`src/rtl/credit_buffer_mc.sv`:
```
// credit_buffer_mc: multi-channel credit buffer. Each channel owns a private
// DEPTH-entry slice of one shared memory, advertises its free-entry count and
// is drained by a round-robin arbiter into a registered output stage.
//
// Output handshake: te_valid/te_chan/te_data_out are held stable while
// te_valid && !te_ready; a word transfers on any edge where both are high,
// and a new word may load on that same edge.
module credit_buffer_mc #(
  parameter int NCH   = 4,
  parameter int DEPTH = 16,
  parameter int WIDTH = 32,
  parameter int CW    = $clog2(NCH),
  parameter int AW    = $clog2(DEPTH)
) (
  input  logic                  clk,
  input  logic                  reset,
  input  logic                  in_valid,
  input  logic [CW-1:0]         in_chan,
  input  logic [WIDTH-1:0]      in_data,
  input  logic [NCH-1:0]        flush,
  output logic [NCH*(AW+1)-1:0] re_credit,
  output logic [NCH-1:0]        re_credit_ret,
  output logic [NCH-1:0]        overflow,
  output logic                  te_valid,
  input  logic                  te_ready,
  output logic [CW-1:0]         te_chan,
  output logic [WIDTH-1:0]      te_data_out
);

  localparam logic [AW:0] DEPTH_P = (AW+1)'(DEPTH);
  localparam logic [AW:0] PTR_ONE = (AW+1)'(1);
  localparam logic [CW:0] NCH_X   = (CW+1)'(NCH);

  logic [WIDTH-1:0] mem [NCH*DEPTH];
  logic [AW:0]      wr_ptr [NCH];
  logic [AW:0]      rd_ptr [NCH];
  logic [AW:0]      count  [NCH];
  logic [NCH-1:0]   elig;
  logic [CW-1:0]    last_grant;
  logic [CW-1:0]    sel;
  logic [CW-1:0]    cand;
  logic             found;
  logic             load;
  logic             pop;
  logic             chan_ok;
  logic             wr_ok;
  logic             ovf_hit;
  logic [WIDTH-1:0] rd_data;

  // Occupancy, credit and eligibility per channel, all from registered pointers
  always_comb begin
    re_credit = '0;
    elig      = '0;
    for (int c = 0; c < NCH; c++) begin
      count[c] = wr_ptr[c] - rd_ptr[c];
      re_credit[c*(AW+1) +: AW+1] = DEPTH_P - count[c];
      elig[c] = (count[c] != '0) && !flush[c];
    end
  end

  // Write acceptance; a flushed target swallows the write without flagging
  always_comb begin
    chan_ok = {1'b0, in_chan} < NCH_X;
    wr_ok   = in_valid && chan_ok && !flush[in_chan] && (count[in_chan] != DEPTH_P);
    ovf_hit = in_valid && chan_ok && !flush[in_chan] && (count[in_chan] == DEPTH_P);
  end

  // Round-robin search starting one past the last granted channel
  always_comb begin
    sel   = '0;
    cand  = '0;
    found = 1'b0;
    for (int k = 1; k <= NCH; k++) begin
      cand = CW'((int'(last_grant) + k) % NCH);
      if (!found && elig[cand]) begin
        found = 1'b1;
        sel   = cand;
      end
    end
    load    = !te_valid || te_ready;
    pop     = load && found;
    rd_data = mem[{sel, rd_ptr[sel][AW-1:0]}];
  end

  // Shared storage; contents are not cleared by reset
  always_ff @(posedge clk) begin
    if (wr_ok) begin
      mem[{in_chan, wr_ptr[in_chan][AW-1:0]}] <= in_data;
    end
  end

  // Pointer and sticky overflow bookkeeping; flush empties a channel in one edge
  always_ff @(posedge clk) begin
    if (reset) begin
      for (int c = 0; c < NCH; c++) begin
        wr_ptr[c] <= '0;
        rd_ptr[c] <= '0;
      end
      overflow <= '0;
    end else begin
      for (int c = 0; c < NCH; c++) begin
        if (flush[c]) begin
          rd_ptr[c]   <= wr_ptr[c];
          overflow[c] <= 1'b0;
        end
      end
      if (wr_ok) wr_ptr[in_chan] <= wr_ptr[in_chan] + PTR_ONE;
      if (pop) rd_ptr[sel] <= rd_ptr[sel] + PTR_ONE;
      if (ovf_hit) overflow[in_chan] <= 1'b1;
    end
  end

  // Registered output stage, arbiter history and credit-return pulses
  always_ff @(posedge clk) begin
    if (reset) begin
      te_valid      <= 1'b0;
      te_chan       <= '0;
      te_data_out   <= '0;
      last_grant    <= CW'(NCH - 1);
      re_credit_ret <= '0;
    end else begin
      re_credit_ret <= '0;
      if (load) begin
        if (found) begin
          te_valid           <= 1'b1;
          te_chan            <= sel;
          te_data_out        <= rd_data;
          last_grant         <= sel;
          re_credit_ret[sel] <= 1'b1;
        end else begin
          te_valid <= 1'b0;
        end
      end
    end
  end

endmodule

```
`config.mk`:
```
export PLATFORM = sky130hd
export DESIGN_NAME = credit_buffer_mc
export DESIGN_NICKNAME = d
export VERILOG_FILES = /design/src/rtl/credit_buffer_mc.sv
export SDC_FILE = /design/constraint.sdc
export NUM_CORES = 2
export LEC_CHECK = 0
export ABC_AREA = 1
export CAP_MARGIN = 20
export CORE_MARGIN = 2
export CORE_UTILIZATION = 45
export CTS_BUF_LIST = sky130_fd_sc_hd__clkbuf_16
export DETAILED_ROUTE_END_ITERATION = 8
export DONT_BUFFER_PORTS = 1
export GPL_TIMING_DRIVEN = 0
export PLACE_DENSITY = 0.57
export SLEW_MARGIN = 40
export SYNTH_ARGS = -nofsm -noshare
export SYNTH_HDL_FRONTEND = slang
export SYNTH_SLANG_ARGS = --single-unit
```
`constraint.sdc`:
```
create_clock -name clk -period 5.5 [get_ports clk]
set_input_delay 1.1 -clock clk [delete_from_list [all_inputs] [get_ports clk]]
set_output_delay 1.1 -clock clk [all_outputs]
set_load 0.01 [all_outputs]
```
==> flow_summary_export.csv <==
group,metric,value,unit
clocking,h-tree-depth,4,
place,place_ws,-1.96,ns
sta,finalWorstSetupSlack,0.144,ns
floorplan,die-area,0.213,sq mm
drt,drt-total-wl,345,mm
critical_path,end_kind,"flop",
global_route,grt_pass1_wl,476,mm
sta,timing.final.hold_violations,0,
clocking,numCtsBuffers,226,
drt,first_pass_iters,6,
drt,drt_iter0_markers,10000,
synthesis,async_flop_share,0,%
clocking,cts_max_path_buffers,3,
global_route,use_met1,44.4,%
place,dp_hpwl,238,mm
critical_path,worst_path_largest_cell_delay,0.55,ns
global_route,grt_busiest_layer,"met2",
clocking,clock_latency,0.92,ns
critical_path,path_buf_inv,5,
critical_path,arrival,6.14,ns
synthesis,synth_top_flop_cell,"edfxtp_1",
synthesis,synthDistinctLibCells,44,
critical_path,r2r-end,"te_data_out[30]",
floorplan,core,0.207,sq mm
floorplan,die_x,461,microns
sta,clock_skew,0.0598,ns
drt,drc_errors,0,
floorplan,start_util,45.4,%
clocking,cts_root_buf,"clkbuf_16",
final_layout,fillers,17700,
sta,slew_headroom,38.7,%
floorplan,die_h,461,microns
flow_run,cap_violations,0,
global_route,globalRouteMet3Util,7.32,%
synthesis,yosys_warnings,0,
drt,vias,68000,
critical_path,critPathRequiredTime,6.29,ns
sta,rsz0062_at_grt,"true",
clocking,tritoncts,"yes",
sta,worst-slew-pin-transition,0.918,ns
critical_path,cp_max_fo,10,
outcome,status,"finished, final reports clean",
place,gp_congestion,0.982,
sta,slew_violations,0,
critical_path,crit_slowest_cell,"fa_2",
global_route,antenna_found_initial,35,
final_layout,area_growth,19.6,%
synthesis,synthesis.area,0.0942,sq mm
sta,max_freq,187,MHz
floorplan,ios,105,
global_route,grt_overflow_total,0,
synthesis,synth_edf_count,2088,
critical_path,critPathLaunchType,"flop",
clocking,cts-hold-fix-buffers,0,
global_route,grt_pass1_vias,63600,
critical_path,worst-r2r-setup-slack,0.14,ns
clocking,path_clk_slew,0.06,ns
sta,finalCritPeriodShare,97.4,%
drt,via_per_inst,5.72,
drt,ant_nets,0,
global_route,grt_use_total,32.0,%
floorplan,core.rowCount,167,
synthesis,synth.net_count,8594,
place,numPortBuffers,0,
clocking,clock-sinks,2133,
sta,min_period,5.36,ns
worst_hold_path,min_to,"mem[0][22]",
critical_path,path_class,"flop to flop",
worst_hold_path,hp-class,"input port to flop",
synthesis,synth_cells,8522,
synthesis,synth_seq_area_share,67.5,%
final_layout,final_nets,8981,
critical_path,timing.rr.start,"wr_ptr[0][0]",
worst_hold_path,hold_start,"in_data[22]",
global_route,grt_max_degree,65,
global_route,grt_util_met2,48.1,%
sta,final-setup-viol-count,0,
synthesis,ys_ff_latch,2133,
drt,routedWlPerCell,29.0,microns
final_layout,drive_above_1_share,15.8,%
synthesis,syn_avg_cell_area,11.0,sq um
critical_path,worst-r2r-cell-count,31,
critical_path,cp_top_family,"simple AND/OR/NAND/NOR gates",
worst_hold_path,min_path_cells,0,
## worst max path at each step
stage,start,endpoint,depth (start not counted)
floorplan,in_chan[0],mem[56][0],10
global placement,wr_ptr[0][0],te_data_out[31],32
detailed placement,wr_ptr[0][0],te_data_out[31],32
CTS,wr_ptr[0][0],te_data_out[15],35
global route,wr_ptr[2][0],te_data_out[12],33
finish,wr_ptr[0][0],te_data_out[30],31
## what timing repair did
action,4_1_cts,5_1_grt
setup endpoints to repair,49,48
cloned,4,4
setup buffers,16,8
resized for setup,599,609
pin swaps,15,34
## area by class of cell
type,count,area [sq um],area share [%]
Antenna cell,8,20.0,0.0178
Buffer,535,3940,3.50
Timing Repair Buffer,159,3290,2.92
Inverter,1207,4560,4.05
Multi-Input combinational cell,4647,26700,23.7
Clock buffer,232,5810,5.15
Clock inverter,191,1290,1.15
Sequential cell,2133,63600,56.5
Tap cell,2788,3490,3.10
## registers in the layout, indices dropped and copies added, names as in the netlist
name / cells
te_data_out: 32
overflow: 4
wr_ptr: 20
re_credit_ret: 4
rd_ptr: 20
te_valid: 1
mem: 2048
te_chan: 2
last_grant: 2
## metal layers
layer | vias to the layer above | share of wire [%]
met3 | 580 | 11
met2 | 3752 | 44
met4 | 8 | 4.7
met1 | 33700 | 40
li1 | 30000 | -
met5 | - | 0.037
## stage by stage
stage	setup TNS [ns]	cell area [sq um]	util [%]	cells	hold slack, ns
5_1_grt	-0.105	113000	54.3	11900	0.240
6_report	0	113000	54.3	11900	0.274
3_5_place_dp	-67.00	101000	48.7	11400	0.514
3_3_place_gp	-2429.36	97700	47.1	11300	0.515
2_1_floorplan	0	94200	-	8522	0.485
4_1_cts	-0.156	110000	53.2	11900	0.251
## logic make-up after synthesis
family | after synthesis | share of synthesized area [%]
compound gates | 204 | 1.34
xor+xnor | 27 | 0.259
fa+ha+maj | 30 | 0.431
buf+inv | 1745 | 7.37
flops | 2133 | 67.5
simple gates | 4383 | 23.1
## Yosys cell counts, types with 4 or more instances
library cell | count | area (sq um)
edfxtp_1 | 2088 | 62700
nand3_1 | 1791 | 8960
nand2_1 | 1589 | 5960
inv_1 | 1196 | 4490
nand3b_1 | 736 | 5530
buf_2 | 282 | 1410
clkbuf_1 | 205 | 769
nor2_1 | 181 | 679
o211ai_1 | 68 | 510
or2_1 | 62 | 388
a21oi_1 | 54 | 270
dfxtp_1 | 45 | 901
o21ai_0 | 42 | 210
buf_1 | 41 | 154
ha_1 | 26 | 325
o22ai_1 | 26 | 163
xnor2_1 | 15 | 131
xor2_1 | 11 | 96.3
buf_4 | 10 | 75.1
inv_2 | 7 | 26.3
nand2_2 | 6 | 37.5
fa_1 | 4 | 80.1
or2_2 | 4 | 25.0
## cell usage in the layout (no fill, tap or decap), types with 44 or more instances in the layout
| cell type | n |
|---|---|
| buf_16 | 81 |
| inv_1 | 1244 |
| nand3_2 | 167 |
| edfxtp_1 | 2088 |
| o211ai_1 | 68 |
| clkbuf_4 | 70 |
| buf_2 | 106 |
| buf_6 | 56 |
| nand3b_1 | 736 |
| clkinv_1 | 60 |
| or2_1 | 62 |
| clkbuf_2 | 154 |
| nor2_1 | 82 |
| nand2_2 | 47 |
| nand2_1 | 1526 |
| nand3_1 | 1541 |
| dfxtp_1 | 45 |
| nor2_4 | 97 |
| clkbuf_16 | 235 |
| buf_8 | 79 |
| clkinv_2 | 44 |
| a21oi_1 | 54 |
| nand3_4 | 85 |
| buf_4 | 87 |
Power is left out: the tool's default activity adds up to more than one toggle a clock period on the data nets, which glitch-free logic cannot reach.
